File: config.mk
export PLATFORM = sky130hd
export DESIGN_NAME = tx_flow_ctrl_flat
export DESIGN_NICKNAME = d
export VERILOG_FILES = /design/src/rtl/tx_flow_ctrl_pkg.sv /design/src/rtl/tx_flow_ctrl_if.sv /design/src/rtl/tx_flow_ctrl_arbiter.sv /design/src/rtl/tx_flow_ctrl.sv /design/src/flat_wrapper.sv
export SDC_FILE = /design/constraint.sdc
export NUM_CORES = 1
export LEC_CHECK = 0
export ABC_AREA = 1
export BUFFER_PORTS_ARGS = -buffer_cell sky130_fd_sc_hd__buf_2
export CAP_MARGIN = 20
export CORE_MARGIN = 10
export CORE_UTILIZATION = 45
export DETAILED_ROUTE_END_ITERATION = 10
export GPL_ROUTABILITY_DRIVEN = 0
export PLACE_DENSITY_LB_ADDON = 0.2
export SYNTH_ARGS = -nofsm -noshare
export SYNTH_HDL_FRONTEND = slang
export SYNTH_SLANG_ARGS = --single-unit
File: constraint.sdc
create_clock -name clk -period 2.7 [get_ports clk]
set_input_delay 0.27 -clock clk [delete_from_list [all_inputs] [get_ports clk]]
set_output_delay 0.27 -clock clk [all_outputs]
set_load 0.1 [all_outputs]
File: src/rtl/tx_flow_ctrl_pkg.sv
// ---------------------------------------------------------------------------
// tx_flow_pkg
// Shared definitions for the PCIe transmit-layer flow controller:
//   - link FSM state encoding (the codes are visible on the `state` port)
//   - default widths and the routing bit position inside a FIFO word
//   - bit positions inside the err_in bus
// ---------------------------------------------------------------------------
package tx_flow_pkg;

  localparam int TX_DATA_WIDTH   = 6;
  localparam int TX_UMBRAL_WIDTH = 4;

  // The word MSB selects the destination FIFO: 0 -> D0, 1 -> D1.
  localparam int DEST_BIT = TX_DATA_WIDTH - 1;

  // Number of virtual-channel source FIFOs; lower index has higher priority.
  localparam int NUM_VC = 2;

  // err_in = {d1, d0, vc1, vc0}
  localparam int ERR_VC0   = 0;
  localparam int ERR_VC1   = 1;
  localparam int ERR_D0    = 2;
  localparam int ERR_D1    = 3;
  localparam int ERR_WIDTH = 4;

  typedef enum logic [2:0] {
    ST_RESET  = 3'd0,
    ST_INIT   = 3'd1,
    ST_IDLE   = 3'd2,
    ST_ACTIVE = 3'd3,
    ST_ERROR  = 3'd4
  } tx_state_e;

  // Routing bit for an arbitrary word width.
  function automatic int dest_bit(input int data_width);
    return data_width - 1;
  endfunction

endpackage

File: src/rtl/tx_flow_ctrl_if.sv
// ---------------------------------------------------------------------------
// tx_flow_ctrl_if
// FIFO-side bus of the transmit flow controller.
//   VC side : vc0/vc1 empty flags and data_out (in), rd enables (out)
//   D side  : d0/d1 full and almost-full flags (in), wr enables and shared
//             d_data (out)
// modport master : controller view
// modport slave  : FIFO chain view
// ---------------------------------------------------------------------------
interface tx_flow_ctrl_if
  import tx_flow_pkg::*;
#(
  parameter int DATA_WIDTH = TX_DATA_WIDTH
) ();

  logic                  vc0_empty;
  logic                  vc1_empty;
  logic [DATA_WIDTH-1:0] vc0_data;
  logic [DATA_WIDTH-1:0] vc1_data;
  logic                  vc0_rd;
  logic                  vc1_rd;

  logic                  d0_full;
  logic                  d1_full;
  logic                  d0_almost_full;
  logic                  d1_almost_full;
  logic                  d0_wr;
  logic                  d1_wr;
  logic [DATA_WIDTH-1:0] d_data;

  modport master (
    input  vc0_empty, vc1_empty, vc0_data, vc1_data,
    input  d0_full, d1_full, d0_almost_full, d1_almost_full,
    output vc0_rd, vc1_rd, d0_wr, d1_wr, d_data
  );

  modport slave (
    output vc0_empty, vc1_empty, vc0_data, vc1_data,
    output d0_full, d1_full, d0_almost_full, d1_almost_full,
    input  vc0_rd, vc1_rd, d0_wr, d1_wr, d_data
  );

endinterface

File: src/rtl/tx_flow_ctrl_arbiter.sv
// ---------------------------------------------------------------------------
// tx_vc_arbiter
// Strict-priority VC pop arbiter plus the two-stage pop/route pipeline.
//   clk, reset : clock, synchronous active-low reset
//   pop_en     : 1 while the link is ACTIVE (pops allowed)
//   wr_en      : 1 while IDLE/ACTIVE; 0 drops everything in flight
//   fifo_bus   : FIFO chain (master view)
//   busy       : a word sits in stage 1 or stage 2
// Timeline for a word popped in cycle N:
//   N   : vcX_rd=1, stage 1 records which VC was read
//   N+1 : vcX_data is valid, captured into d_data, MSB picks D0/D1
//   N+2 : d0_wr or d1_wr for one cycle
// ---------------------------------------------------------------------------
module tx_vc_arbiter
  import tx_flow_pkg::*;
#(
  parameter int DATA_WIDTH = TX_DATA_WIDTH
) (
  input  logic           clk,
  input  logic           reset,
  input  logic           pop_en,
  input  logic           wr_en,
  tx_flow_ctrl_if.master fifo_bus,
  output logic           busy
);

  localparam int DEST_IDX = dest_bit(DATA_WIDTH);

  logic [NUM_VC-1:0]     vc_empty;
  logic [NUM_VC-1:0]     grant;
  logic [DATA_WIDTH-1:0] vc_data [NUM_VC];
  logic                  room;
  logic [DATA_WIDTH-1:0] s1_word;

  logic                  s1_valid_reg, s1_valid_next;
  logic                  s1_src_reg,   s1_src_next;
  logic                  s2_valid_reg, s2_valid_next;
  logic                  s2_dest_reg,  s2_dest_next;
  logic [DATA_WIDTH-1:0] d_data_reg,   d_data_next;

  assign vc_empty   = {fifo_bus.vc1_empty, fifo_bus.vc0_empty};
  assign vc_data[0] = fifo_bus.vc0_data;
  assign vc_data[1] = fifo_bus.vc1_data;

  // The destination of a word is unknown until its data arrives, so a pop
  // requires headroom in both destinations. Almost-full leaves room for the
  // (at most two) words already in flight.
  assign room = pop_en
              & ~(fifo_bus.d0_full | fifo_bus.d1_full
                | fifo_bus.d0_almost_full | fifo_bus.d1_almost_full);

  // Strict priority: a VC is granted only when every lower-indexed VC is empty.
  genvar gi;
  generate
    for (gi = 0; gi < NUM_VC; gi++) begin : g_grant
      if (gi == 0) begin : g_first
        assign grant[gi] = room & ~vc_empty[gi];
      end else begin : g_rest
        assign grant[gi] = room & ~vc_empty[gi] & (&vc_empty[gi-1:0]);
      end
    end
  endgenerate

  assign s1_word = vc_data[s1_src_reg];

  always_comb begin
    s1_valid_next = |grant;
    s1_src_next   = grant[1];
    s2_valid_next = s1_valid_reg;
    s2_dest_next  = s2_dest_reg;
    d_data_next   = d_data_reg;

    if (s1_valid_reg) begin
      d_data_next  = s1_word;
      s2_dest_next = s1_word[DEST_IDX];
    end

    // Leaving IDLE/ACTIVE (re-init or error): in-flight words are discarded
    // and d_data keeps its previous value.
    if (!wr_en) begin
      s1_valid_next = 1'b0;
      s2_valid_next = 1'b0;
      s2_dest_next  = s2_dest_reg;
      d_data_next   = d_data_reg;
    end
  end

  always_ff @(posedge clk) begin
    if (!reset) begin
      s1_valid_reg <= 1'b0;
      s1_src_reg   <= 1'b0;
      s2_valid_reg <= 1'b0;
      s2_dest_reg  <= 1'b0;
      d_data_reg   <= '0;
    end else begin
      s1_valid_reg <= s1_valid_next;
      s1_src_reg   <= s1_src_next;
      s2_valid_reg <= s2_valid_next;
      s2_dest_reg  <= s2_dest_next;
      d_data_reg   <= d_data_next;
    end
  end

  assign fifo_bus.vc0_rd = grant[0];
  assign fifo_bus.vc1_rd = grant[1];
  assign fifo_bus.d0_wr  = wr_en & s2_valid_reg & ~s2_dest_reg;
  assign fifo_bus.d1_wr  = wr_en & s2_valid_reg &  s2_dest_reg;
  assign fifo_bus.d_data = d_data_reg;

  assign busy = s1_valid_reg | s2_valid_reg;

endmodule

File: src/rtl/tx_flow_ctrl.sv
// ---------------------------------------------------------------------------
// tx_flow_ctrl
// Sequencing and arbitration controller for the PCIe transmit FIFO chain.
//   clk, reset            : clock, synchronous active-low reset
//   init_req              : 1 requests (re)configuration, holds INIT
//   umbral_*_in / umbral_*: thresholds, latched every INIT cycle
//   fifo_init             : init to all FIFOs (0 = hold cleared)
//   fifo_bus              : VC/D FIFO handshakes (master view)
//   err_in                : {d1, d0, vc1, vc0} error flags
//   state                 : current FSM state code
//   idle                  : IDLE with nothing in flight
//   error_out             : sticky error (ERROR until reset)
// ---------------------------------------------------------------------------
module tx_flow_ctrl
  import tx_flow_pkg::*;
#(
  parameter int DATA_WIDTH   = TX_DATA_WIDTH,
  parameter int UMBRAL_WIDTH = TX_UMBRAL_WIDTH
) (
  input  logic                    clk,
  input  logic                    reset,
  input  logic                    init_req,
  input  logic [UMBRAL_WIDTH-1:0] umbral_main_in,
  input  logic [UMBRAL_WIDTH-1:0] umbral_vc_in,
  input  logic [UMBRAL_WIDTH-1:0] umbral_d_in,
  output logic [UMBRAL_WIDTH-1:0] umbral_main,
  output logic [UMBRAL_WIDTH-1:0] umbral_vc,
  output logic [UMBRAL_WIDTH-1:0] umbral_d,
  output logic                    fifo_init,
  tx_flow_ctrl_if.master          fifo_bus,
  input  logic [ERR_WIDTH-1:0]    err_in,
  output logic [2:0]              state,
  output logic                    idle,
  output logic                    error_out
);

  tx_state_e state_reg, state_next;

  logic [UMBRAL_WIDTH-1:0] umbral_main_reg;
  logic [UMBRAL_WIDTH-1:0] umbral_vc_reg;
  logic [UMBRAL_WIDTH-1:0] umbral_d_reg;

  logic err_any;
  logic vc_pending;
  logic busy;
  logic pop_en;
  logic wr_en;

  assign err_any    = err_in[ERR_VC0] | err_in[ERR_VC1]
                    | err_in[ERR_D0]  | err_in[ERR_D1];
  assign vc_pending = ~fifo_bus.vc0_empty | ~fifo_bus.vc1_empty;

  always_ff @(posedge clk) begin
    if (!reset) begin
      state_reg <= ST_RESET;
    end else begin
      state_reg <= state_next;
    end
  end

  // Next state and state-decoded outputs. Errors are checked before init_req
  // so that a simultaneous request cannot mask an error.
  always_comb begin
    state_next = state_reg;
    fifo_init  = 1'b0;
    pop_en     = 1'b0;
    wr_en      = 1'b0;
    idle       = 1'b0;
    error_out  = 1'b0;

    case (state_reg)
      ST_RESET: begin
        state_next = ST_INIT;
      end

      ST_INIT: begin
        if (!init_req) state_next = ST_IDLE;
      end

      ST_IDLE: begin
        fifo_init = 1'b1;
        wr_en     = 1'b1;
        idle      = ~busy;
        if (err_any)         state_next = ST_ERROR;
        else if (init_req)   state_next = ST_INIT;
        else if (vc_pending) state_next = ST_ACTIVE;
      end

      ST_ACTIVE: begin
        fifo_init = 1'b1;
        pop_en    = 1'b1;
        wr_en     = 1'b1;
        if (err_any)                    state_next = ST_ERROR;
        else if (init_req)              state_next = ST_INIT;
        else if (!vc_pending && !busy)  state_next = ST_IDLE;
      end

      ST_ERROR: begin
        // FIFOs are left configured so their contents survive for debug;
        // all traffic stops and only reset leaves this state.
        fifo_init = 1'b1;
        error_out = 1'b1;
      end

      default: begin
        state_next = ST_ERROR;
      end
    endcase
  end

  // Thresholds track the inputs for as long as the link sits in INIT.
  always_ff @(posedge clk) begin
    if (!reset) begin
      umbral_main_reg <= '0;
      umbral_vc_reg   <= '0;
      umbral_d_reg    <= '0;
    end else if (state_reg == ST_INIT) begin
      umbral_main_reg <= umbral_main_in;
      umbral_vc_reg   <= umbral_vc_in;
      umbral_d_reg    <= umbral_d_in;
    end
  end

  assign umbral_main = umbral_main_reg;
  assign umbral_vc   = umbral_vc_reg;
  assign umbral_d    = umbral_d_reg;
  assign state       = state_reg;

  tx_vc_arbiter #(
    .DATA_WIDTH (DATA_WIDTH)
  ) u_arbiter (
    .clk      (clk),
    .reset    (reset),
    .pop_en   (pop_en),
    .wr_en    (wr_en),
    .fifo_bus (fifo_bus),
    .busy     (busy)
  );

endmodule

File: src/flat_wrapper.sv
// flat-port wrapper written by rule: the top's interface ports become plain ports
module tx_flow_ctrl_flat import tx_flow_pkg::*;
#(
  parameter int DATA_WIDTH   = TX_DATA_WIDTH,
  parameter int UMBRAL_WIDTH = TX_UMBRAL_WIDTH
)
  (clk, reset, init_req, umbral_main_in, umbral_vc_in, umbral_d_in, umbral_main, umbral_vc, umbral_d, fifo_init, err_in, state, idle, error_out, fifo_bus_vc0_empty, fifo_bus_vc1_empty, fifo_bus_vc0_data, fifo_bus_vc1_data, fifo_bus_d0_full, fifo_bus_d1_full, fifo_bus_d0_almost_full, fifo_bus_d1_almost_full, fifo_bus_vc0_rd, fifo_bus_vc1_rd, fifo_bus_d0_wr, fifo_bus_d1_wr, fifo_bus_d_data);
  tx_flow_ctrl_if #(.DATA_WIDTH(DATA_WIDTH)) fifo_bus_i ();
  input  logic clk;
  input  logic reset;
  input  logic init_req;
  input  logic [UMBRAL_WIDTH-1:0] umbral_main_in;
  input  logic [UMBRAL_WIDTH-1:0] umbral_vc_in;
  input  logic [UMBRAL_WIDTH-1:0] umbral_d_in;
  output logic [UMBRAL_WIDTH-1:0] umbral_main;
  output logic [UMBRAL_WIDTH-1:0] umbral_vc;
  output logic [UMBRAL_WIDTH-1:0] umbral_d;
  output logic fifo_init;
  input  logic [ERR_WIDTH-1:0] err_in;
  output logic [2:0] state;
  output logic idle;
  output logic error_out;
  input wire logic [$bits(fifo_bus_i.vc0_empty)-1:0] fifo_bus_vc0_empty;
  input wire logic [$bits(fifo_bus_i.vc1_empty)-1:0] fifo_bus_vc1_empty;
  input wire logic [$bits(fifo_bus_i.vc0_data)-1:0] fifo_bus_vc0_data;
  input wire logic [$bits(fifo_bus_i.vc1_data)-1:0] fifo_bus_vc1_data;
  input wire logic [$bits(fifo_bus_i.d0_full)-1:0] fifo_bus_d0_full;
  input wire logic [$bits(fifo_bus_i.d1_full)-1:0] fifo_bus_d1_full;
  input wire logic [$bits(fifo_bus_i.d0_almost_full)-1:0] fifo_bus_d0_almost_full;
  input wire logic [$bits(fifo_bus_i.d1_almost_full)-1:0] fifo_bus_d1_almost_full;
  output wire logic [$bits(fifo_bus_i.vc0_rd)-1:0] fifo_bus_vc0_rd;
  output wire logic [$bits(fifo_bus_i.vc1_rd)-1:0] fifo_bus_vc1_rd;
  output wire logic [$bits(fifo_bus_i.d0_wr)-1:0] fifo_bus_d0_wr;
  output wire logic [$bits(fifo_bus_i.d1_wr)-1:0] fifo_bus_d1_wr;
  output wire logic [$bits(fifo_bus_i.d_data)-1:0] fifo_bus_d_data;
  assign fifo_bus_i.vc0_empty = fifo_bus_vc0_empty;
  assign fifo_bus_i.vc1_empty = fifo_bus_vc1_empty;
  assign fifo_bus_i.vc0_data = fifo_bus_vc0_data;
  assign fifo_bus_i.vc1_data = fifo_bus_vc1_data;
  assign fifo_bus_i.d0_full = fifo_bus_d0_full;
  assign fifo_bus_i.d1_full = fifo_bus_d1_full;
  assign fifo_bus_i.d0_almost_full = fifo_bus_d0_almost_full;
  assign fifo_bus_i.d1_almost_full = fifo_bus_d1_almost_full;
  assign fifo_bus_vc0_rd = fifo_bus_i.vc0_rd;
  assign fifo_bus_vc1_rd = fifo_bus_i.vc1_rd;
  assign fifo_bus_d0_wr = fifo_bus_i.d0_wr;
  assign fifo_bus_d1_wr = fifo_bus_i.d1_wr;
  assign fifo_bus_d_data = fifo_bus_i.d_data;
  tx_flow_ctrl #(.DATA_WIDTH(DATA_WIDTH), .UMBRAL_WIDTH(UMBRAL_WIDTH)) u_core (.clk(clk), .reset(reset), .init_req(init_req), .umbral_main_in(umbral_main_in), .umbral_vc_in(umbral_vc_in), .umbral_d_in(umbral_d_in), .umbral_main(umbral_main), .umbral_vc(umbral_vc), .umbral_d(umbral_d), .fifo_init(fifo_init), .fifo_bus(fifo_bus_i), .err_in(err_in), .state(state), .idle(idle), .error_out(error_out));
endmodule
# == After elaboration in Yosys (flattened, before gate mapping) ==
# Cells that the tools add are included.
# totals
register_bits,25
input_bits,37
out_inout_bits,28
wordCells,65
# classes
n_lt_le_gt_ge,1
eq_ne,7
n_mux,16
n_bitwise,22
reduce_logical,10
# ops
cell,n
3-bit two-way mux,7
6-bit two-way mux,3
3-bit case mux with 5 select lines,1
4-bit by 2-bit inequality test with 1-bit output (second input constant),2
1-bit bitwise OR,8
1-bit bitwise AND,7
3-bit by 2-bit == test with 1-bit output (second input constant),2
1-bit NOT,6
1-bit two-way mux,5
2-bit AND reduction,2
4-bit AND reduction,1
2-bit OR reduction,2
3-bit by 1-bit == test with 1-bit output (second input constant),1
3-bit == test (second input constant),1
3-bit zero test,1
3-bit OR reduction,1
2-bit greater-or-equal comparator (second input constant),1
1-bit zero test,2
2-bit inequality test (second input constant),1
1-bit NOT with 2-bit output,1
1-bit logical AND,1

# == Logic depth before layout (Yosys ltp) ==
# Gate-level depths: netlist of the first run.
# logic_depth
word_depth,8
ltp_mapped,10
depth_no_buf,10

# == Cells and area by module ==
# From an unflattened synthesis of the first run, not the netlist that was laid out.
# unflattened
cells_unflattened,174
area_unflattened_um2,1161.1
# modules_own_cells
mod,instances,cells_each,area_each_um2,seq_area_each_um2
tx_flow_ctrl,1,97,685.7,300.3
tx_vc_arbiter,1,77,475.5,180.2

# == Least setup slack after synthesis of the first run ==
# Ideal clock, no wire load.
# synth_path
path_type,reg2out
from,reg u_core.state_reg[1] (netlist: u_core.state[1])
to,out fifo_bus_d0_wr
arrival_ps,3522
required_ps,2430
setup_slack_ps,-1092
path_stages_with_launch,5
n_path_buf,0
cell_sequence,dfxtp_1 inv_2 nor2_4 inv_2 nor3_1
# synth_between
elab_chain_cells,5
elab_cells_between_ends,6
cone_classes,2 x eq/ne; 1 x mux; 2 x bitwise; 1 x reduce/logical
# synth_lines
item,line_no,source
"start, declared",tx_flow_ctrl.sv:37,"tx_state_e state_reg, state_next;"
"start signal, assigned",tx_flow_ctrl.sv:57,state_reg <= state_next;
3-bit by 2-bit == test with 1-bit output,tx_flow_ctrl.sv:71,case (state_reg)
2-bit OR reduction (no line) (*),-,
1-bit two-way mux (*),tx_flow_ctrl.sv:71,
1-bit bitwise AND (*) (2 in series),tx_flow_ctrl_arbiter.sv:106,assign fifo_bus.d0_wr = wr_en & s2_valid_reg & ~s2_dest_reg;
"end, declared",flat_wrapper.sv:33,output wire logic [$bits(fifo_bus_i.d0_wr)-1:0] fifo_bus_d0_wr;
# Every way passes the cells marked *; elsewhere a longest branch is shown, timed or not.

# == Worst setup path in the final report of the first run ==
# layout_path
from,reg u_core.state_reg[1] (netlist: u_core.state[1])
to,out fifo_bus_vc1_rd
# layout_between
elab_chain_cells,5
# layout_lines
item,line_no,source
3-bit by 2-bit == test with 1-bit output,tx_flow_ctrl.sv:71,
1-bit two-way mux,tx_flow_ctrl.sv:71,
1-bit bitwise AND,tx_flow_ctrl_arbiter.sv:49,& ~(fifo_bus.d0_full | fifo_bus.d1_full
1-bit bitwise AND (2 in series),tx_flow_ctrl_arbiter.sv:59,assign grant[gi] = room & ~vc_empty[gi] & (&vc_empty[gi-1:0]);
"end, declared",flat_wrapper.sv:32,output wire logic [$bits(fifo_bus_i.vc1_rd)-1:0] fifo_bus_vc1_rd;
# No other way between the ends.

==> flow_metrics.env, run 1 <==
export IMPL_largest_reg_flops=6
export IMPL_port_buffers=64
export IMPL_worst_path_largest_cell_delay_ns=0.48
export IMPL_yosysSeqAreaShare_pct=44.60
export IMPL_drt_vias_per_instance=4.819
export IMPL_drc_markers=0
export IMPL_synth_fp_nets=185
export IMPL_min_period_over_period_pct=75.56
export IMPL_ys_types=22
export IMPL_tritoncts_num_sinks=24
export IMPL_actual_slew_at_the_worst_max_slew_pin_ns=0.5038
export IMPL_clock_insertion_delay_worst_skew_ns=0.31
export IMPL_post_synth_instance_area_sq_mm=0.001077
export IMPL_arrival_ns=1.77
export IMPL_die_h_um=68.93
export IMPL_max_freq_mhz=490.2
export IMPL_worst_path_buf_inv=1
export IMPL_cts_post_setup_buffers_inserted=0
export IMPL_hold_buffers=0
export IMPL_max_cap_viol_count=0
export IMPL_final_hold_viol_count=0
export IMPL_antenna_violating_nets_post_route=0
export IMPL_outcome="finished clean"
export IMPL_synth_top_cells_by_count="sky130_fd_sc_hd__nor2_1 (38), sky130_fd_sc_hd__dfxtp_1 (24), sky130_fd_sc_hd__nand2_1 (22), sky130_fd_sc_hd__o21ai_0 (12), sky130_fd_sc_hd__nand3_1 (9)"
export IMPL_yosysTopAreaCellShare_pct=44.60
export IMPL_clock_tree_from_tritoncts="yes"
export IMPL_ys_dominant_reg_cell="sky130_fd_sc_hd__dfxtp_1"
export IMPL_worst_setup_path_start_kind="flip-flop"
export IMPL_clk_pin_slew_worst_paths_ns=0.13
export IMPL_setup_worst_path_end_class="primary output"
export IMPL_cts_repair_resized=0
export IMPL_pin_count_of_the_biggest_net_entering_global_routing=15
export IMPL_crit_type="reg -> out"
export IMPL_design_portCount=65
export IMPL_top_signal_layer_used="met4"
export IMPL_ctsHtreeMaxLevel=1
export IMPL_fin_cells=237
export IMPL_met1Wirelength_mm=1.190
export IMPL_wl_met3_um=514
export IMPL_row_count=17
export IMPL_powerDensity_mw_per_mm2=1317
export IMPL_worst_ir_drop_vdd_mv=0.9023
export IMPL_total_power_w=0.001944
export IMPL_detailedRoute_firstIterationViolations=30
export IMPL_yosys_cell_count_top_type="sky130_fd_sc_hd__nor2_1"
export IMPL_grt_pass1_wl_mm=4.926
export IMPL_synth_top_cell_by_area="sky130_fd_sc_hd__dfxtp_1"
export IMPL_synth_to_layout_area_growth_pct=37.05
export IMPL_tritoncts_num_buffers=3
export IMPL_worst_ep_required_time_ns=2.43
export IMPL_setup_viol=0
export IMPL_vias=1142
export IMPL_drive_gt1_share_pct=40.67
export IMPL_unrepaired_setup_endpoints_after_global_routing="false"
export IMPL_crit_fanout=5
export IMPL_route_met2_wl_mm=1.418
export IMPL_fin_crit_ns=2.040
export IMPL_clock_skew_final_ns=0.003602
export IMPL_drt_pre_antenna_iters=4
export IMPL_timing_slew_headroom_pct=66.64
export IMPL_grt_antenna_before_repair=0
export IMPL_ys_seq_elements=24
export IMPL_design_die_area_sq_mm=0.004751
export IMPL_initial_utilization_pct=47.78
export IMPL_path_delay_family="simple AND/OR/NAND/NOR gates"
export IMPL_power_static_leakage_nw=0.7554
export IMPL_fin_util_pct=65.48
export IMPL_crit_path_top_delay_cell="sky130_fd_sc_hd__dfxtp_1"
export IMPL_dp_hpwl_mm=2.554
export IMPL_ys_warnings=0
export IMPL_drt_wirelength_per_cell_um=13.23
export IMPL_postSynthAreaPerCell_sq_um=7.279
export IMPL_report_final_slew_viol_count=0
export IMPL_number_of_global_route_vias_before_repair=1105
export IMPL_synth_cells=148
export IMPL_clock_root_buffer="sky130_fd_sc_hd__clkbuf_4"
export IMPL_die_w_um=68.93
export IMPL_floorplan_core_area_sq_mm=0.002255
export IMPL_number_of_enable_flip_flop_cells_after_synthesis=0
export IMPL_place_detailed_instances=233
export IMPL_globalRoute_totalOverflow=0
export IMPL_hold_path_class="in -> reg"
export IMPL_path_cells="nand2_1 > nor2_1 > nand3_1 > nor3_2 > buf_2"
export IMPL_nNetsFinal=247
export IMPL_yosys_top_cells_area="sky130_fd_sc_hd__dfxtp_1 (45%), sky130_fd_sc_hd__nor2_1 (13%), sky130_fd_sc_hd__nand2_1 (7.7%)"
export IMPL_grt_use_total_pct=12.98
export IMPL_routed_wirelength_mm=3.136
export IMPL_synth_async_sr_flop_share_pct=0
export IMPL_antennaDiodeCount=0
export IMPL_clock_path_buffers=2
==> per-stage QoR <==
stage | TNS [ns] | worst slack [ns] | hold slack, ns | area [sq um]
2_1_floorplan | -0.4681 | -0.2430 | 0.3485 | 1101
4_1_cts | 0 | 0.6437 | 0.1524 | 1476
3_5_place_dp | 0 | 1.015 | 0.4603 | 1424
5_1_grt | 0 | 0.5522 | 0.1314 | 1476
6_report | 0 | 0.6598 | 0.1602 | 1476
3_3_place_gp | 0 | 1.070 | 0.4515 | 1424
==> logic make-up after synthesis <==
| kind of cell | synth area share [%] |
|---|---|
| AND/OR/NAND/NOR | 32.06 |
| flip-flops | 44.60 |
| AO/OA/AOI/OAI | 10.92 |
| buffers and inverters | 6.156 |
| multiplexers | 6.271 |
==> layout make-up <==
type / instances / area [sq um]
tap: 28 / 35.03
inverter: 9 / 33.78
fill: 215 / 778.2
clock buffer: 3 / 22.52
timing repair buffer: 64 / 320.3
sequential: 24 / 480.5
clock inverter: 1 / 30.03
multi-input combinational: 108 / 554.3
==> final timing paths <==
check	depth (start not counted)	to	start	slack (ns)
hold reg to reg	2	u_core.u_arbiter.fifo_bus.d_data[1]	u_core.u_arbiter.fifo_bus.d_data[1]	0.48
setup reg to reg	6	u_core.state[1]	u_core.state[0]	1.07
setup / recovery	5	fifo_bus_vc1_rd	u_core.state[1]	0.66
hold / removal	2	u_core.u_arbiter.s1_src_reg	fifo_bus_vc1_empty	0.16
==> worst reg2reg max path, delay by kind of cell (launching register included) <==
family / cells / cell delay (ns)
compound gates: 1 / 0.09
buf+inv: 2 / 0.45
flops: 1 / 0.42
simple gates: 3 / 0.63
==> per-layer routing <==
layer	GRT usage (%)	vias to the layer above
li1	-	600
met5	0	-
met2	21.35	42
met1	14.02	498
met4	2.217	0
met3	8.213	2
==> placed cells by master (no fill, tap or decap) <==
cell / netlist / layout
sky130_fd_sc_hd__inv_1: 7 / 7
sky130_fd_sc_hd__mux2_2: 6 / 6
sky130_fd_sc_hd__and3_2: 1 / 1
sky130_fd_sc_hd__nand3_1: 9 / 9
sky130_fd_sc_hd__nand2_1: 22 / 22
sky130_fd_sc_hd__inv_2: 2 / 2
sky130_fd_sc_hd__nor4_1: 2 / 2
sky130_fd_sc_hd__o21ai_1: 2 / 2
sky130_fd_sc_hd__nor2_2: 1 / 2
sky130_fd_sc_hd__nor3_2: 0 / 2
sky130_fd_sc_hd__buf_2: 2 / 64
sky130_fd_sc_hd__nor2_4: 1 / 2
sky130_fd_sc_hd__and3_1: 1 / 1
sky130_fd_sc_hd__bufinv_16: 0 / 1
sky130_fd_sc_hd__o21ai_0: 12 / 11
sky130_fd_sc_hd__a21oi_1: 8 / 8
sky130_fd_sc_hd__o21ai_2: 0 / 1
sky130_fd_sc_hd__a21boi_0: 1 / 1
sky130_fd_sc_hd__nor2_1: 38 / 36
sky130_fd_sc_hd__dfxtp_1: 24 / 24
sky130_fd_sc_hd__clkbuf_4: 0 / 3
sky130_fd_sc_hd__nor3_1: 3 / 1
sky130_fd_sc_hd__nor3_4: 1 / 1
==> report_power, final <==
group          total, W  switching (W)  internal [W]
Clock          0.000257       0.000107      0.000150
Combinational   0.00118        0.00101      0.000178
Sequential     0.000502      0.0000589      0.000444
Total           0.00194        0.00117      0.000772
Note: power is estimated with default switching activity, not from simulation.
==> run 2, diff against run 1 <==
--- a/config.mk
+++ b/config.mk
@@ -5,11 +5,11 @@
 export SDC_FILE = /design/constraint.sdc
 export NUM_CORES = 1
 export LEC_CHECK = 0
-export ABC_AREA = 1
+export ABC_AREA = 0
 export BUFFER_PORTS_ARGS = -buffer_cell sky130_fd_sc_hd__buf_2
 export CAP_MARGIN = 20
 export CORE_MARGIN = 10
-export CORE_UTILIZATION = 45
+export CORE_UTILIZATION = 37
 export DETAILED_ROUTE_END_ITERATION = 10
 export GPL_ROUTABILITY_DRIVEN = 0
 export PLACE_DENSITY_LB_ADDON = 0.2
==> constraint.sdc (replaced) <==
create_clock -name clk -period 1.73 [get_ports clk]
set_input_delay 0.173 -clock clk [delete_from_list [all_inputs] [get_ports clk]]
set_output_delay 0.173 -clock clk [all_outputs]
set_load 0.1 [all_outputs]
==> run 2 against run 1 <==
  * Combinational power shrank 63%
  * Critical endpoint unchanged
  * Register-to-register slack got worse by 0.67 ns
  * Cell count shrank 14%
  * Hold slack worse by 0.077 ns
  * Synthesized area down 4.8%
  * Design area grew 6.7%
  * Sequential share of layout area shrank 1.5 points
  * The run now ends with setup timing left
  * Non-clock buffer count up 8
  * Clock-buffer cell count is 1 higher
  * Die area up 11%
  * Clock skew barely moved
  * Synthesized cell count down 31%
==> flow_metrics.env, run 2 <==
export IMPL_fin_crit_ns=1.807
export IMPL_ys_warnings=0
export IMPL_crit_type="reg -> out"
export IMPL_route_met2_wl_mm=1.529
export IMPL_worst_slack_after_detailed_placement_ns=0.1315
export IMPL_ctsHtreeMaxLevel=1
export IMPL_clock_root_buffer="sky130_fd_sc_hd__clkbuf_4"
export IMPL_drive_gt1_share_pct=50.58
export IMPL_floorplan_core_area_sq_mm=0.002710
export IMPL_worst_path_largest_cell_delay_ns=0.36
export IMPL_max_cap_viol_count=0
export IMPL_tritoncts_num_buffers=3
export IMPL_totalNegativeSetupSlack_ns=-0.1136
export IMPL_yosysSeqAreaShare_pct=46.83
export IMPL_design_die_area_sq_mm=0.005279
export IMPL_grt_use_total_pct=11.19
export IMPL_drt_pre_antenna_iters=2
export IMPL_met1Wirelength_mm=1.127
export IMPL_row_count=19
export IMPL_die_h_um=72.66
export IMPL_layout_cells_most_common="sky130_fd_sc_hd__buf_2"
export IMPL_antenna_violating_nets_post_route=0
export IMPL_ys_seq_elements=24
export IMPL_grt_antenna_before_repair=0
export IMPL_seq_power_share_pct=43.3
export IMPL_pin_count_of_the_biggest_net_entering_global_routing=15
export IMPL_crit_path_top_delay_cell="sky130_fd_sc_hd__dfxtp_4"
export IMPL_path_cells="and2b_2 > nand4b_1 > buf_4 > nor3_4 > buf_12"
export IMPL_outcome="finished, violations left"
export IMPL_globalRoute_totalOverflow=0
export IMPL_p_sw_w=0.0005075
export IMPL_ys_types=27
export IMPL_pwr_share_comb_pct=31.6
export IMPL_fin_cells=203
export IMPL_clock_insertion_delay_worst_skew_ns=0.31
export IMPL_largest_reg_flops=6
export IMPL_yosys_top_cells_area="sky130_fd_sc_hd__dfxtp_1 (47%), sky130_fd_sc_hd__mux2i_1 (18%), sky130_fd_sc_hd__nor2_1 (7.3%)"
export IMPL_place_detailed_instances=193
export IMPL_powerDensity_mw_per_mm2=876.9
export IMPL_final_cell_mix="sky130_fd_sc_hd__buf_2 (58), sky130_fd_sc_hd__dfxtp_1 (21), sky130_fd_sc_hd__mux2i_1 (18), sky130_fd_sc_hd__nor2_1 (18), sky130_fd_sc_hd__a211oi_1 (9)"
export IMPL_clk_pin_slew_worst_paths_ns=0.14
export IMPL_synth_to_layout_area_growth_pct=53.54
export IMPL_worst_ep_required_time_ns=1.56
export IMPL_nNetsFinal=210
export IMPL_antennaDiodeCount=0
export IMPL_actual_slew_at_the_worst_max_slew_pin_ns=0.4993
export IMPL_worst_setup_path_start_kind="flip-flop"
export IMPL_die_w_um=72.66
export IMPL_setup_worst_path_end_class="primary output"
export IMPL_number_of_enable_flip_flop_cells_after_synthesis=0
export IMPL_report_final_slew_viol_count=0
export IMPL_violated_checks="setup timing"
export IMPL_top_signal_layer_used="met4"
export IMPL_final_fill_count=264
export IMPL_final_critical_path_setup_slack_ns=-0.07666
export IMPL_drt_wirelength_per_cell_um=14.43
export IMPL_drt_vias_per_instance=4.754
export IMPL_clock_skew_final_ns=0.003981
export IMPL_min_period_over_period_pct=104.4
export IMPL_synth_top_cell_by_area="sky130_fd_sc_hd__dfxtp_1"
export IMPL_crit_fanout=5
export IMPL_synth_top_cells_by_count="sky130_fd_sc_hd__dfxtp_1 (24), sky130_fd_sc_hd__nor2_1 (20), sky130_fd_sc_hd__mux2i_1 (18), sky130_fd_sc_hd__a211oi_1 (9)"
export IMPL_grt_pass1_wl_mm=4.816
export IMPL_yosys_cell_count_top_type="sky130_fd_sc_hd__dfxtp_1"
export IMPL_final_hold_viol_count=0
export IMPL_clock_tree_from_tritoncts="yes"
export IMPL_synth_fp_nets=139
export IMPL_arrival_ns=1.63
export IMPL_postSynthAreaPerCell_sq_um=10.06
export IMPL_drc_markers=0
export IMPL_number_of_global_route_vias_before_repair=1059
export IMPL_power_switching_share_pct=36.74
export IMPL_wl_met3_um=248
export IMPL_design_portCount=65
export IMPL_routed_wirelength_mm=2.929
export IMPL_max_freq_mhz=553.5
export IMPL_post_synth_instance_area_sq_mm=0.001026
export IMPL_unrepaired_setup_endpoints_after_global_routing="true"
export IMPL_vias=965
export IMPL_detailedRoute_firstIterationViolations=14
export IMPL_synth_cells=102
export IMPL_port_buffers=64
export IMPL_ys_dominant_reg_cell="sky130_fd_sc_hd__dfxtp_1"
export IMPL_synth_async_sr_flop_share_pct=0
export IMPL_dp_hpwl_mm=2.383
export IMPL_clock_path_buffers=2
export IMPL_fin_util_pct=58.13
export IMPL_timing_slew_headroom_pct=66.94
export IMPL_initial_utilization_pct=37.86
export IMPL_clock_power_share_pct=25.1
export IMPL_hold_path_class="in -> reg"
export IMPL_tritoncts_num_sinks=24
export IMPL_power_static_leakage_nw=0.7489
export IMPL_setup_viol=2
export IMPL_internal_power_w=0.0008739
export IMPL_yosysTopAreaCellShare_pct=46.83
export IMPL_worst_ir_drop_vdd_mv=0.6408
## run 2: final timing paths
| kind | startpoint | cells after the start | endpoint | slack [ns] |
|---|---|---|---|---|
| max | u_core.state[2] | 5 | fifo_bus_vc1_rd | -0.08 |
| min reg2reg | u_core.umbral_main[2] | 2 | u_core.umbral_main[2] | 0.50 |
| min | umbral_main_in[0] | 3 | u_core.umbral_main[0] | 0.08 |
| max reg2reg | u_core.state[2] | 4 | u_core.u_arbiter.fifo_bus.d_data[4] | 0.40 |
## run 2: what timing repair did
| item | CTS | global route |
|---|---|---|
| resized for setup | 1 | 2 |
| hold buffers | 0 | 1 |
| buffers inserted | 4 | 1 |
| endpoints found under the setup margin | 3 | 5 |
| hold endpoints to repair | 0 | 1 |
| cloned | 0 | 0 |
| pin swaps | 1 | 1 |
## run 2: cells by family after synthesis
group | count (synthesis) | synth area share [%]
DFF | 24 | 46.83
and+or+nand+nor | 41 | 21.34
AOI/OAI and AO/OA | 11 | 8.293
muxes | 18 | 17.56
buffers and inverters | 8 | 5.975
## run 2: routing by layer
metal	track usage, %	vias to the layer above
met4	3.165	0
met2	19.36	32
li1	-	498
met5	0	-
met3	5.034	4
met1	11.95	431
## run 2: per-stage QoR
step | power, W | hold slack [ns] | area [sq um]
floorplan | 0.0009526 | 0.2360 | 1091
finish | 0.001381 | 0.08269 | 1575
detailed placement | 0.001041 | 0.3485 | 1471
global route | 0.001438 | 0.08271 | 1575
global placement | 0.001033 | 0.3407 | 1471
CTS | 0.001395 | 0.005074 | 1551
## run 2: final cells by class
type | instances | area [sq um] | area share, %
Clock buffer | 4 | 47.55 | 3.018
Inverter | 2 | 7.507 | 0.4766
Multi-Input combinational cell | 70 | 540.5 | 34.31
Sequential cell | 24 | 489.2 | 31.06
Tap cell | 31 | 38.79 | 2.462
Timing Repair Buffer | 72 | 451.7 | 28.67
## run 2: critical path: cells and delay by family, from the launching register on
kind,cells,cell delay (ns)
DFF,1,0.36
buffers and inverters,2,0.39
and+or+nand+nor,3,0.57
## run 2: power by group through the flow
stage / clock network, W / registers, W / logic (W)
detailed placement: 0 / 0.000616 / 0.000425
global route: 0.000372 / 0.000603 / 0.000462
finish: 0.000347 / 0.000598 / 0.000436
global placement: 0 / 0.000614 / 0.000419
floorplan: 0 / 0.000814 / 0.000139
CTS: 0.000359 / 0.000599 / 0.000437
